### config.mk
export PLATFORM = sky130hd
export DESIGN_NAME = fifo_rd_arbiter
export DESIGN_NICKNAME = d
export VERILOG_FILES = /design/src/rtl/fifo_rd_arbiter.sv
export SDC_FILE = /design/constraint.sdc
export NUM_CORES = 1
export LEC_CHECK = 0
export ABC_AREA = 1
export BUFFER_PORTS_ARGS = -buffer_cell sky130_fd_sc_hd__buf_2
export CORE_MARGIN = 2
export CORE_UTILIZATION = 25
export DETAILED_ROUTE_END_ITERATION = 10
export SYNTH_ARGS = -nofsm -noshare
export SYNTH_HDL_FRONTEND = slang
export SYNTH_SLANG_ARGS = --single-unit
### constraint.sdc
create_clock -name rclk -period 4.2 [get_ports rclk]
set_input_delay 0.42 -clock rclk [delete_from_list [all_inputs] [get_ports rclk]]
set_output_delay 0.42 -clock rclk [all_outputs]
set_load 0.01 [all_outputs]
### src/rtl/fifo_rd_arbiter.sv
// fifo_rd_arbiter: round-robin read scheduler draining bursts from NPORTS
// first-word-fall-through FIFOs into one registered valid/ready stream.
module fifo_rd_arbiter #(
    parameter int NPORTS    = 4,
    parameter int DWIDTH    = 32,
    parameter int SRC_W     = 2,
    parameter int MAX_BURST = 8
) (
    input  logic                     rclk,
    input  logic                     rrst_n,
    input  logic                     enable,
    input  logic [NPORTS-1:0]        rempty,
    input  logic [NPORTS-1:0]        arempty,
    input  logic [NPORTS*DWIDTH-1:0] rdata,
    output logic [NPORTS-1:0]        rinc,
    output logic                     m_valid,
    input  logic                     m_ready,
    output logic [DWIDTH-1:0]        m_data,
    output logic [SRC_W-1:0]         m_src,
    output logic                     m_last,
    output logic                     busy
);
    typedef enum logic [1:0] {IDLE, XFER, DRAIN} state_t;

    state_t            state, state_nx;
    logic [SRC_W-1:0]  g, last_grant, sel, idx;
    logic [7:0]        cnt;
    logic              found, load, last_word;
    logic [DWIDTH-1:0] words [NPORTS];

    always_comb begin
        for (int i = 0; i < NPORTS; i++) words[i] = rdata[i*DWIDTH +: DWIDTH];
    end

    // first non-empty port after the last grant, with wrap
    always_comb begin
        found = 1'b0;
        sel   = '0;
        idx   = '0;
        for (int k = 1; k <= NPORTS; k++) begin
            idx = SRC_W'((int'(last_grant) + k) % NPORTS);
            if (!found && !rempty[idx]) begin
                found = 1'b1;
                sel   = idx;
            end
        end
    end

    assign load      = rrst_n && state == XFER && (!m_valid || m_ready) && !rempty[g];
    assign last_word = cnt == 8'(MAX_BURST - 1) || arempty[g];
    assign busy      = state != IDLE;

    always_comb begin
        rinc = '0;
        if (load) rinc[g] = 1'b1;
    end

    always_comb begin
        state_nx = state;
        case (state)
            IDLE:    state_nx = enable && found ? XFER : IDLE;
            XFER:    state_nx = load && last_word ? DRAIN : XFER;
            DRAIN:   state_nx = !m_valid || m_ready ? IDLE : DRAIN;
            default: state_nx = IDLE;
        endcase
    end

    always_ff @(posedge rclk) begin
        if (!rrst_n) begin
            state      <= IDLE;
            g          <= '0;
            last_grant <= SRC_W'(NPORTS - 1);
            cnt        <= '0;
            m_valid    <= 1'b0;
            m_data     <= '0;
            m_src      <= '0;
            m_last     <= 1'b0;
        end else begin
            state <= state_nx;
            if (state == IDLE && enable && found) begin
                g   <= sel;
                cnt <= '0;
            end
            if (load) begin
                m_valid <= 1'b1;
                m_data  <= words[g];
                m_src   <= g;
                m_last  <= last_word;
                cnt     <= cnt + 8'd1;
                if (last_word) last_grant <= g;
            end else if (m_ready) begin
                m_valid <= 1'b0;
                m_last  <= 1'b0;
            end
        end
    end
endmodule

# After elaboration in Yosys (flattened, before gate mapping)
# Cells that the tools add are included.
# totals
romBits,0
n_memories,0
reg_bits,50
latch_bits,0
ramBits,0
in_bits,140
# classes
n_mul,0
add_sub_neg,5
eq_ne,3
reduce_logical,25
div_mod_pow,0
muxes,35
bitwise,1
order_cmp,7
n_shift,0
# ops
op,count
binary-select mux 32 bit (select 2 bit),1
two-way mux 32 bit,2
two-way mux 8 bit,2
< comparator 2 x 3 -> 1 bit (second input constant),5
two-way mux 1 bit,15
binary-select mux 1 bit (select 2 bit),6
two-way mux 2 bit,6
logical AND 1 bit,11
adder 8 x 1 -> 8 bit (second input constant),1
== test 8 x 3 -> 1 bit (second input constant),1
zero test 1 bit,7
one-hot mux 2 bit (3 select lines),1
nonzero test 2 bit,3
adder 2 x 1 -> 2 bit (second input constant),2
adder 2 bit (second input constant),2
two-way mux 4 bit,1
>= comparator 3 bit (second input constant),1
inverter 2 -> 3 bit,1
demux 1 bit (select 2 bit),1
== test 2 x 1 -> 1 bit (second input constant),1
== test 2 bit (second input constant),1
>= comparator 2 x 1 -> 1 bit (second input constant),1
zero test 2 bit,1
logical OR 1 bit,2
AND reduction 2 bit,1

# Depth between registers and ports, before layout
# depth
word_depth,15
mapped_depth,12

# Least setup slack after synthesis
# Ideal clock, no wire load.
# synth_timing
kind,input to output
startpoint,input rrst_n
endpoint,output rinc[2]
arrival_ns,1.260
path_slack_ns,2.520
stages,7
n_path_buf,1
cell_sequence,nand3_1 > inv_1 > o211ai_1 > nor2_4 > buf_2 > nand2_1 > nor2_1
# synth_between
elab_chain_cells,4
# synth_lines
element,line,text
start: declaration,10,"input logic rrst_n,"
logical AND 1 bit (3 in a row),49,assign load = rrst_n && state == XFER && (!m_valid || m_ready) && !rempty[g];
two-way mux 4 bit,55,if (load) rinc[g] = 1'b1;
end: declaration,15,"output logic [NPORTS-1:0] rinc,"
# No other way between the ends.

# Worst setup path after layout
# layout_timing
startpoint,input rrst_n
endpoint,output rinc[1]
# The elaborated chain is that of the path after synthesis.

==> impl_summary.md <==
Floorplan
The die footprint is 12700 µm². Measured along the y axis, the die boundary spans 113 µm. The top-level port count is 181. The die is 113 µm wide.

After floorplanning, the core was sized to cover 11500 µm². The initial core utilization is 25.7%. The number of core rows is 39.

Critical path
The kind of end point of the critical path is an output pin. The start point of the critical path is rrst_n. The worst path required time is 3.78 ns.

In this run the number of cells on the critical path is 9. In this run the worst path has a maximum fanout of 65. Walking the worst path, the cells encountered are buf_2 -> nand3_1 -> inv_1 -> o211ai_1 -> nor2_4 -> buf_4 -> nand2_1 -> inv_1 -> buf_2. The largest incremental delay on the critical path is 0.51 ns.

STA classifies the critical path startpoint as an input pin. By startpoint and endpoint, the worst setup path is classified as input pin to output pin. On the critical path the largest part of the delay comes from buffers and inverters.

The endpoint of the most critical register-to-register path is last_grant[0]. The number of cells on the worst reg-to-reg path is 9. The slack of the worst reg-to-reg path is 2.01 ns. At the worst endpoint, the arrival time is 2.28 ns.

The slowest cell on the critical path is sky130_fd_sc_hd__buf_2. The buffers plus inverters on the worst setup path is 5. The origin of the critical flop-to-flop path is g[0].

STA
The post-route clock period utilization is 64.3%. The count of endpoints failing hold in the final timing report came to 0. Setup repair after global routing left no endpoint under its margin. For the pin with the worst max-slew slack, the measured transition is 0.652 ns. The minimum clock period is 2.70 ns. Hold timing on the final database bottoms out at a slack of 0.368 ns. The final count of negative-setup-slack endpoints is 0. The total count of max-transition violations in the final report came to 0. The maximum achievable frequency is 370 MHz. Adding up every negative setup slack in the final design gives 0 ns.

The headroom to the max-slew limit is 56.6%. Clock skew on the completed layout was measured at 0.00724 ns.

Clock tree
The maximum clock path buffer count is 2. The number of setup buffers added after CTS is 0. The later pin in the worst-skew pair is clocked with a latency of 0.29 ns.

The clock-pin slew on the worst setup and hold paths is 0.06 ns. The TritonCTS clock tree is built. The count of hold-fix buffers inserted at cts is 0. The root buffer cell is sky130_fd_sc_hd__clkbuf_16. Gates resized during post-CTS repair numbered 0.

The clock net in this run drives a total of 50 sinks. The number of buffers inserted during clock tree synthesis is 5. The H-tree was split into 2 levels.

Power
For this design the static power due to leakage is 2.08 nW. In this run the power density over the cells is 353 nW/µm². The peak supply drop is 180 µV.

Min path
Along the worst hold path, the cell count comes to 3. The class of the most critical hold timing path is input pin to flip-flop. The path with the worst hold slack has its endpoint at m_data[3]. The startpoint identified for the worst hold timing path is rdata[99].

GRT
For this run the aggregate overflow at the end of global routing stands at 0. The global routing usage summed across all routing layers is 15.3%. The first global-routing pass estimated 16200 µm of wire. The via count of the first global-routing pass was 3573.

The number of antenna violations at the first check in global routing came to 0. The largest net degree at the start of global routing is 66.

Placement
The number of I/O port buffers is 180. Detailed placement finished with a half-perimeter wire length of 7420 µm. The congestion estimate from routability-driven global placement came to 0.797. In this run the cell area measured after placement is 3880 µm².

Logic synthesis
sky130_fd_sc_hd__dfxtp_1 takes more of the synthesized area than any other cell. Of all flip-flops after synthesis, the portion carrying an async set or reset was 0%. Counting every instance in the synthesized netlist gives 462. A synthesized cell averages 6.39 µm². The count of warnings emitted by yosys is 0. The number of nets in the synthesized netlist is 603. The netlist uses 30 different library cells. After synthesis, the cell types taking the most area are sky130_fd_sc_hd__dfxtp_1, sky130_fd_sc_hd__nand2_1, sky130_fd_sc_hd__a21oi_1.

For this run, the leading register cell type out of synthesis is sky130_fd_sc_hd__dfxtp_1. In this run the cell area of the synthesized design comes to 2950 µm². For this run, the register share of the synthesized area comes to 33.9%. The post-synthesis sequential element count is 50. The count of flip-flops with a built-in enable after synthesis is 0. Of the post-synthesis cell area, the dominant cell type holds 33.9%. Sorting the synthesized cells by how often they occur yields sky130_fd_sc_hd__nand2_1, sky130_fd_sc_hd__a21oi_1, sky130_fd_sc_hd__dfxtp_1, sky130_fd_sc_hd__nand3_1, sky130_fd_sc_hd__o21ai_0. Yosys instantiated no cell more often than sky130_fd_sc_hd__nand2_1.

Cells and area
The finished cells cover 4040 µm². The count of nets after finishing is 764. The synthesis-to-layout area growth is 37.1%. The repair_antennas step left the layout with diodes totalling 0. In the final layout, the share of cells above drive strength 1 is 32.9%.

Detailed routing
The pre-antenna-repair detailed-routing pass consisted of 4 iterations. The final layout contains routed wiring with a total length of 10000 µm. For this block, the initial DRC count from the detailed router was 117. Dividing the detail-routed wire length by the instance count gives 13.1 µm. After detailed routing, the number of remaining DRC violations is 0. The routed layout has 3673 vias. The number of nets still failing antenna checks after routing is 0. After detailed routing, the number of vias per cell comes to 4.79.

Run status
The run finished with clean final reports.

Run
The number of violations of the max-capacitance limit is 0.
==> per-layer routing <==
layer / GRT usage, % / up-vias / wire (µm)
met2: 28.4 / 135 / 4980
met5: 0 / - / 0
met4: 2.68 / 0 / 61
met3: 3.83 / 7 / 770
met1: 17.8 / 1661 / 4200
li1: - / 1870 / -
==> worst register-to-register path: stages, from the launching register on <==
cell                       delay, ns
sky130_fd_sc_hd__dfxtp_1        0.44
sky130_fd_sc_hd__nor2_2         0.06
sky130_fd_sc_hd__buf_4          0.26
sky130_fd_sc_hd__nand2_1        0.13
sky130_fd_sc_hd__o211ai_2       0.10
sky130_fd_sc_hd__nor2_4         0.14
sky130_fd_sc_hd__buf_4          0.50
sky130_fd_sc_hd__nand2_1        0.24
sky130_fd_sc_hd__nand2_1        0.11
sky130_fd_sc_hd__nand3_1        0.07
==> logic make-up after synthesis <==
logic type | synth area share, %
compound gates | 22.7
xor+xnor | 0.297
fa+ha+maj | 0.424
buf+inv | 9.80
flops | 33.9
simple gates | 32.8
==> placed cells by master (no fill, tap or decap) <==
master and instances:
sky130_fd_sc_hd__buf_2 180, sky130_fd_sc_hd__nand2_1 147, sky130_fd_sc_hd__a21oi_1 57, sky130_fd_sc_hd__dfxtp_1 50, sky130_fd_sc_hd__nand3_1 47, sky130_fd_sc_hd__o21ai_0 37, sky130_fd_sc_hd__nor2_1 24, sky130_fd_sc_hd__inv_1 23
sky130_fd_sc_hd__a22oi_1 11, sky130_fd_sc_hd__a211oi_1 10, sky130_fd_sc_hd__nand4_1 6, sky130_fd_sc_hd__clkbuf_16 5, sky130_fd_sc_hd__inv_2 4, sky130_fd_sc_hd__buf_4 4, sky130_fd_sc_hd__nand2_2 3, sky130_fd_sc_hd__nor2_2 2
sky130_fd_sc_hd__clkinv_2 2, sky130_fd_sc_hd__o211ai_1 1, sky130_fd_sc_hd__o211ai_2 1, sky130_fd_sc_hd__nor2_4 1, sky130_fd_sc_hd__nor3_1 1, sky130_fd_sc_hd__o41ai_1 1, sky130_fd_sc_hd__inv_4 1, sky130_fd_sc_hd__o22ai_1 1
sky130_fd_sc_hd__xnor2_1 1, sky130_fd_sc_hd__a21boi_0 1, sky130_fd_sc_hd__or2_2 1, sky130_fd_sc_hd__ha_1 1, sky130_fd_sc_hd__bufinv_16 1
==> where the power goes <==
part | switching (mW) | internal [mW]
Clock | 0.173 | 0.279
Sequential | 0.0252 | 0.513
Combinational | 0.268 | 0.169
Total | 0.467 | 0.961
==> stage by stage <==
step,setup slack (ns),cells,utilization (%),total power [mW]
global placement,1.53,759,33.8,0.978
CTS,1.48,767,35.3,1.45
floorplan,2.52,462,-,0.830
finish,1.50,767,35.3,1.43
global route,1.31,767,35.3,1.52
detailed placement,1.49,759,33.8,0.988
==> cell type report <==
| class | instances | area [µm²] |
|---|---|---|
| clock inverters | 3 | 40.0 |
| multi-input cells | 354 | 1660 |
| well taps | 143 | 179 |
| inverters | 28 | 108 |
| flip-flops and latches | 50 | 1000 |
| repair buffers | 184 | 931 |
| clock buffers | 5 | 125 |
| fillers | 1262 | 7420 |
==> worst max path at each step <==
stage                     slack, ns  endpoint
after floorplan                2.52   rinc[2]
after global placement         1.53   rinc[1]
after detailed placement       1.49   rinc[1]
after CTS                      1.48   rinc[1]
after global routing           1.31   rinc[0]
final                          1.50   rinc[1]
==> flip-flops by register name, summed over array words and instances, names as in the netlist <==
signal,cells
m_data,32
cnt,8
g,2
last_grant,2
m_src,2
state,2
m_last,1
m_valid,1
No activity file was read; power rests on OpenSTA's default activity.
